## config.mk

```make
export PLATFORM = sky130hd
export DESIGN_NAME = ultrasonic_echo_sim
export DESIGN_NICKNAME = d
export VERILOG_FILES = /design/src/rtl/ultrasonic_echo_sim.sv
export SDC_FILE = /design/constraint.sdc
export NUM_CORES = 1
export LEC_CHECK = 0
export BUFFER_PORTS_ARGS = -buffer_cell sky130_fd_sc_hd__buf_2
export CAP_MARGIN = 10
export CORE_UTILIZATION = 63
export DETAILED_ROUTE_END_ITERATION = 8
export PLACE_DENSITY_LB_ADDON = 0.3
export RECOVER_POWER = 25
export SYNTH_ARGS = -nofsm -noshare
export SYNTH_HDL_FRONTEND = slang
export SYNTH_SLANG_ARGS = --single-unit
```

## constraint.sdc

```tcl
create_clock -name clk -period 7.8 [get_ports clk]
set_clock_uncertainty 0.1 [all_clocks]
set_input_delay 0.39 -clock clk [delete_from_list [all_inputs] [get_ports clk]]
set_output_delay 0.39 -clock clk [all_outputs]
set_load 0.03 [all_outputs]
```

## src/rtl/ultrasonic_echo_sim.sv

```systemverilog
// rtl/ultrasonic_echo_sim.sv - HC-SR04 sensor model: answers a trigger pulse with a distance-coded echo pulse
// Optional build macro: ULTRASONIC_JITTER_EN adds 0..63 cycles of LFSR noise to every echo width.

module ultrasonic_echo_sim #(
    parameter int TICKS_PER_CM  = 2900,
    parameter int MIN_TRIG      = 500,
    parameter int ECHO_DELAY    = 10000,
    parameter int MAX_CM        = 400,
    parameter int TIMEOUT_TICKS = 1900000,
    parameter int HOLDOFF       = 50000
) (
    input  logic       clk,
    input  logic       reset,
    input  logic       trigger,
    input  logic [8:0] distance_cm,
    input  logic       enable,
    output logic       echo,
    output logic       busy,
    output logic       short_trig
);

    // One counter serves every timed state; 22 bits covers the timeout width plus jitter.
    localparam int CW = 22;

    localparam logic [CW-1:0] K_TPC      = CW'(TICKS_PER_CM);
    localparam logic [CW-1:0] K_MIN      = CW'(MIN_TRIG);
    localparam logic [CW-1:0] K_DLY_LAST = CW'(ECHO_DELAY - 1);
    localparam logic [CW-1:0] K_TIMEOUT  = CW'(TIMEOUT_TICKS);
    localparam logic [CW-1:0] K_HO_LAST  = CW'(HOLDOFF - 1);
    localparam logic [8:0]    K_MAX_CM   = 9'(MAX_CM);

    typedef enum logic [2:0] {
        S_IDLE,
        S_TRIG_HI,
        S_BURST,
        S_ECHO,
        S_HOLDOFF
    } state_t;

    state_t          state;
    logic [CW-1:0]   cnt;
    logic [CW-1:0]   width;
    logic [CW-1:0]   width_base;
    logic [CW-1:0]   width_calc;

    logic            trig_m;
    logic            trig_s;
    logic            trig_d;
    logic            trig_rise;
    logic            trig_fall;
    logic            accept;

    // Two-flop synchronizer on the asynchronous trigger plus one delayed copy for edge detection.
    always_ff @(posedge clk or negedge reset) begin
        if (!reset) begin
            trig_m <= 1'b0;
            trig_s <= 1'b0;
            trig_d <= 1'b0;
        end else begin
            trig_m <= trigger;
            trig_s <= trig_m;
            trig_d <= trig_s;
        end
    end

    assign trig_rise = trig_s & ~trig_d;
    assign trig_fall = ~trig_s & trig_d;

    // A trigger is accepted on its falling edge only if it stayed high long enough.
    assign accept = (state == S_TRIG_HI) && trig_fall && (cnt >= K_MIN);

    // Nominal echo width: out-of-range distances (0 or beyond MAX_CM) report the timeout width.
    always_comb begin
        width_base = K_TIMEOUT;
        if ((distance_cm != 9'd0) && (distance_cm <= K_MAX_CM)) begin
            width_base = CW'(distance_cm) * K_TPC;
        end
    end

`ifdef ULTRASONIC_JITTER_EN
    // Galois LFSR x^16+x^14+x^13+x^11+1, shifted right; the step taken on acceptance feeds this echo.
    logic [15:0] lfsr;
    logic [15:0] lfsr_next;

    // Next LFSR value, used both for the register update and for this trigger's noise.
    always_comb begin
        lfsr_next = {1'b0, lfsr[15:1]};
        if (lfsr[0]) begin
            lfsr_next = lfsr_next ^ 16'hB400;
        end
    end

    // Advance the noise source once per accepted trigger.
    always_ff @(posedge clk or negedge reset) begin
        if (!reset) begin
            lfsr <= 16'hACE1;
        end else if (accept) begin
            lfsr <= lfsr_next;
        end
    end

    // Width with 0..63 cycles of noise added, timeout included.
    always_comb begin
        width_calc = width_base + CW'(lfsr_next[5:0]);
    end
`else
    // Width without noise.
    always_comb begin
        width_calc = width_base;
    end
`endif

    // Main sequencer: qualify the trigger, wait the burst time, drive the echo, then hold off.
    always_ff @(posedge clk or negedge reset) begin
        if (!reset) begin
            state      <= S_IDLE;
            cnt        <= '0;
            width      <= '0;
            echo       <= 1'b0;
            busy       <= 1'b0;
            short_trig <= 1'b0;
        end else begin
            short_trig <= 1'b0;
            case (state)
                S_IDLE: begin
                    echo <= 1'b0;
                    // A trigger already high on return to IDLE produces no rise and is ignored.
                    if (trig_rise && enable) begin
                        state <= S_TRIG_HI;
                        cnt   <= CW'(1);
                        busy  <= 1'b1;
                    end
                end

                S_TRIG_HI: begin
                    if (trig_fall) begin
                        if (cnt >= K_MIN) begin
                            width <= width_calc;
                            cnt   <= '0;
                            state <= S_BURST;
                        end else begin
                            short_trig <= 1'b1;
                            cnt        <= '0;
                            busy       <= 1'b0;
                            state      <= S_IDLE;
                        end
                    end else if (cnt < K_MIN) begin
                        cnt <= cnt + CW'(1);
                    end
                end

                S_BURST: begin
                    if (cnt == K_DLY_LAST) begin
                        cnt   <= '0;
                        echo  <= 1'b1;
                        state <= S_ECHO;
                    end else begin
                        cnt <= cnt + CW'(1);
                    end
                end

                S_ECHO: begin
                    if (cnt == (width - CW'(1))) begin
                        cnt   <= '0;
                        echo  <= 1'b0;
                        state <= S_HOLDOFF;
                    end else begin
                        cnt <= cnt + CW'(1);
                    end
                end

                S_HOLDOFF: begin
                    echo <= 1'b0;
                    if (cnt == K_HO_LAST) begin
                        cnt   <= '0;
                        busy  <= 1'b0;
                        state <= S_IDLE;
                    end else begin
                        cnt <= cnt + CW'(1);
                    end
                end

                default: begin
                    cnt   <= '0;
                    echo  <= 1'b0;
                    busy  <= 1'b0;
                    state <= S_IDLE;
                end
            endcase
        end
    end

endmodule

```

==> flow_summary.toml <==
[sta]
slew_headroom = -0.146
setup_viol_count_final = 0
tns_ns = 0
period_share = 0.546
layout_min_cycle_time_ns = 4.26
worstMarginPinSlew_ns = 1.72
slew_viol_final = 33
rsz0062_at_grt = "false"
hold_violations = 0
fmax_mhz = 235
fin_hold_ws_ns = 0.0942

[hold_path]
hp-start = "trigger"
min-delay-path-class = "input pin to flop"
hold_end = "trig_m"
min_path_cells = 1

[die]
die_w_um = 90.8
io_pins = 16
fp-row-count = 32
start_util = 0.646
core_area_um2 = 7690
die_h_um = 90.8
die_area_um2 = 8250

[synthesis]
yosys_most_used_dff = "dfrtp_1"
synthMuxAreaShare = 0.00705
ys_warn_count = 0
synth_top_family_by_area = "adder cells"
synth.top_cells.by_area = "dfrtp_1 (25%), ha_1 (14%), fa_1 (9.3%)"
avgSynthCellArea_um2 = 8.61
async_flop_share = 1.00
synth_fa_ha_area_frac = 0.229
synth_top_area_frac = 0.252
synth-edff-count = 0
ys_types = 61
syn-cell-area_um2 = 4970
synth_compound_gate_area_share = 0.139
synth_seq_cells = 50
synth_xor_area_frac = 0.0829
synth.largest_area_cell = "dfrtp_1"
synth-seq-area-share = 0.252
synthesis.nets = 667
netlist_instances = 577
synthSimpleGateAreaFrac = 0.205

[detailed_routing]
drc_errors = 0
antenna_left = 0
drt_iter0_drc = 275
drt_wl_total_um = 10600
wire_per_inst_um = 15.6
firstDrtPassIters = 5
avgViaCountPerCell = 5.90
vias = 3990

[worst_setup_path]
reg2reg_depth = 10
r2r_slack_ns = 3.80
reg2reg_from = "width[2]"
end_kind = "flop"
critPathLaunchType = "input pin"
arrival_ns = 4.33
crit_fanout = 8
crit_required_ns = 7.88
worstReg2RegEnd = "state[0]"
path_class = "input pin to flop"

[outcome]
violations = "max-capacitance violations, max-slew violations"
outcome = "finished with violations"

[cts]
cts.repair.resized = 0
htreeDepth = 2
clk_pin_slew_ns = 0.09
ctsHoldBuffers = 0
insertion_delay_ns = 0.31
cts_tree = "yes"
cts_sinks = 50
root_buffer = "clkbuf_8"
post_cts_buffers = 0
cts_made_buffers = 5
cts.path.max_buffers = 2

[power_and_ir_drop]
max-vdd-ir-drop_mv = 0.113
p_leak_uw = 0.00246
seq_power_share = 0.304
p_sw_frac = 0.377
comb_power_share = 0.468
internal-power_uw = 613
p_per_area_nw_per_um2 = 188
p_switching_uw = 371
clockPowerShare = 0.228

[flow_run]
cap_violations = 1

[place]
routabilityCongestion = 0.910
post-dp-hpwl_um = 8360
io_buffers = 15

[final_layout]
final_nets = 663
drive_gt1_frac = 0.0679
fillCellCount = 636
insertedDiodeCount = 0
area_growth_pct = 5.09

[global_routing]
grt_pass1_vias = 4011
grt_max_degree = 51
antenna_found_initial = 0
grt_overflow = 0
grt_pass1_wl_um = 18400
track_usage = 0.276
==> worst max-delay path, stage by stage <==
cell,delay [ns]
buf_2,0.17
inv_1,0.10
ha_1,0.29
inv_1,0.04
fa_1,0.47
inv_1,0.06
fa_1,0.53
inv_1,0.05
fa_1,0.52
inv_1,0.04
ha_1,0.25
a21o_1,0.20
a21o_1,0.17
a21oi_1,0.14
o21ai_0,0.09
a41o_1,0.23
o41ai_1,0.32
xnor2_1,0.17
a31oi_1,0.09
==> per-layer routing <==
layer  global-route usage  vias to the layer above  share of wire
li1                     -                     1962              -
met1                0.341                     1922           0.43
met2                0.504                       79           0.52
met3               0.0227                       27          0.023
met4               0.0939                        0          0.028
met5                    0                        -              0
==> worst max path at each step <==
stage	startpoint	to	slack, ns	cells after the start
after floorplan	distance_cm[5]	width[20]	3.66	18
after global placement	distance_cm[4]	width[20]	3.37	19
after detailed placement	distance_cm[4]	width[20]	3.24	19
after CTS	distance_cm[4]	width[20]	3.56	19
after global routing	distance_cm[4]	width[20]	3.28	19
final	distance_cm[4]	width[20]	3.54	19
==> cells in the mapped netlist (4+ instances only) <==
| library cell | instances |
|---|---|
| a21o_1 | 8 |
| a21oi_1 | 18 |
| a31oi_1 | 7 |
| and2_1 | 4 |
| and3_1 | 8 |
| clkbuf_1 | 26 |
| dfrtp_1 | 50 |
| fa_1 | 23 |
| ha_1 | 54 |
| inv_1 | 79 |
| nand2_1 | 33 |
| nand3_1 | 15 |
| nand4_1 | 15 |
| nor2_1 | 59 |
| nor2b_1 | 4 |
| nor3_1 | 19 |
| nor4_1 | 9 |
| o21ai_0 | 17 |
| o21bai_1 | 4 |
| o31ai_1 | 6 |
| or2_2 | 5 |
| or3_1 | 7 |
| or4_1 | 4 |
| xnor2_1 | 19 |
| xor2_1 | 28 |
==> final cells by class <==
class                   count  area [µm²]  area share
well taps                 102         128      0.0244
inverters                  79         297      0.0568
multi-input cells         417        3290       0.631
flip-flops and latches     50        1250       0.240
clock inverters             2        60.1      0.0115
clock buffers               6        82.6      0.0158
repair buffers             20         110      0.0211
==> cells in the final DEF, fill, tap and decap left out, types with 4 or more instances in the layout <==
master / instances
nor3_1: 19
nor2_1: 59
nand2_1: 33
nor4_1: 9
fa_1: 23
xor2_1: 28
inv_1: 79
xnor2_1: 19
or2_2: 5
a21oi_1: 18
nand4_1: 15
or4_1: 4
and3_1: 8
buf_2: 14
o21bai_1: 4
and2_1: 4
or3_1: 7
o31ai_1: 6
ha_1: 54
a31oi_1: 7
o21ai_0: 17
nand3_1: 15
clkbuf_8: 6
dfrtp_1: 50
a21o_1: 8
nor2b_1: 4
==> cell families after synthesis <==
logic type	Yosys count
AO/OA/AOI/OAI	92
XOR/XNOR	47
adder cells (fa/ha/maj)	77
buffers and inverters	110
flip-flops	50
multiplexers	3
AND/OR/NAND/NOR	198
==> power groups by stage <==
stage / Sequential, µW / Clock (µW) / Combinational (µW)
3_3_place_gp: 302 / 0 / 436
5_1_grt: 301 / 236 / 530
3_5_place_dp: 303 / 0 / 456
6_report: 299 / 225 / 460
2_1_floorplan: 295 / 0 / 364
4_1_cts: 298 / 227 / 461
==> flip-flops by register name (all words and copies together), names as in the netlist <==
register    count
busy            1
state           3
trig_d          1
cnt            22
echo            1
trig_s          1
trig_m          1
width          19
short_trig      1
==> per-stage QoR <==
step | power [µW] | util | instances | worst slack [ns] | instance area, µm²
after floorplan | 659 | - | 577 | 3.66 | 4970
after global placement | 738 | 0.659 | 666 | 3.37 | 5070
after detailed placement | 760 | 0.659 | 666 | 3.24 | 5070
after CTS | 986 | 0.678 | 674 | 3.56 | 5210
after global routing | 1070 | 0.679 | 676 | 3.28 | 5220
final | 983 | 0.679 | 676 | 3.54 | 5220
(Power assumes the default switching activity.)
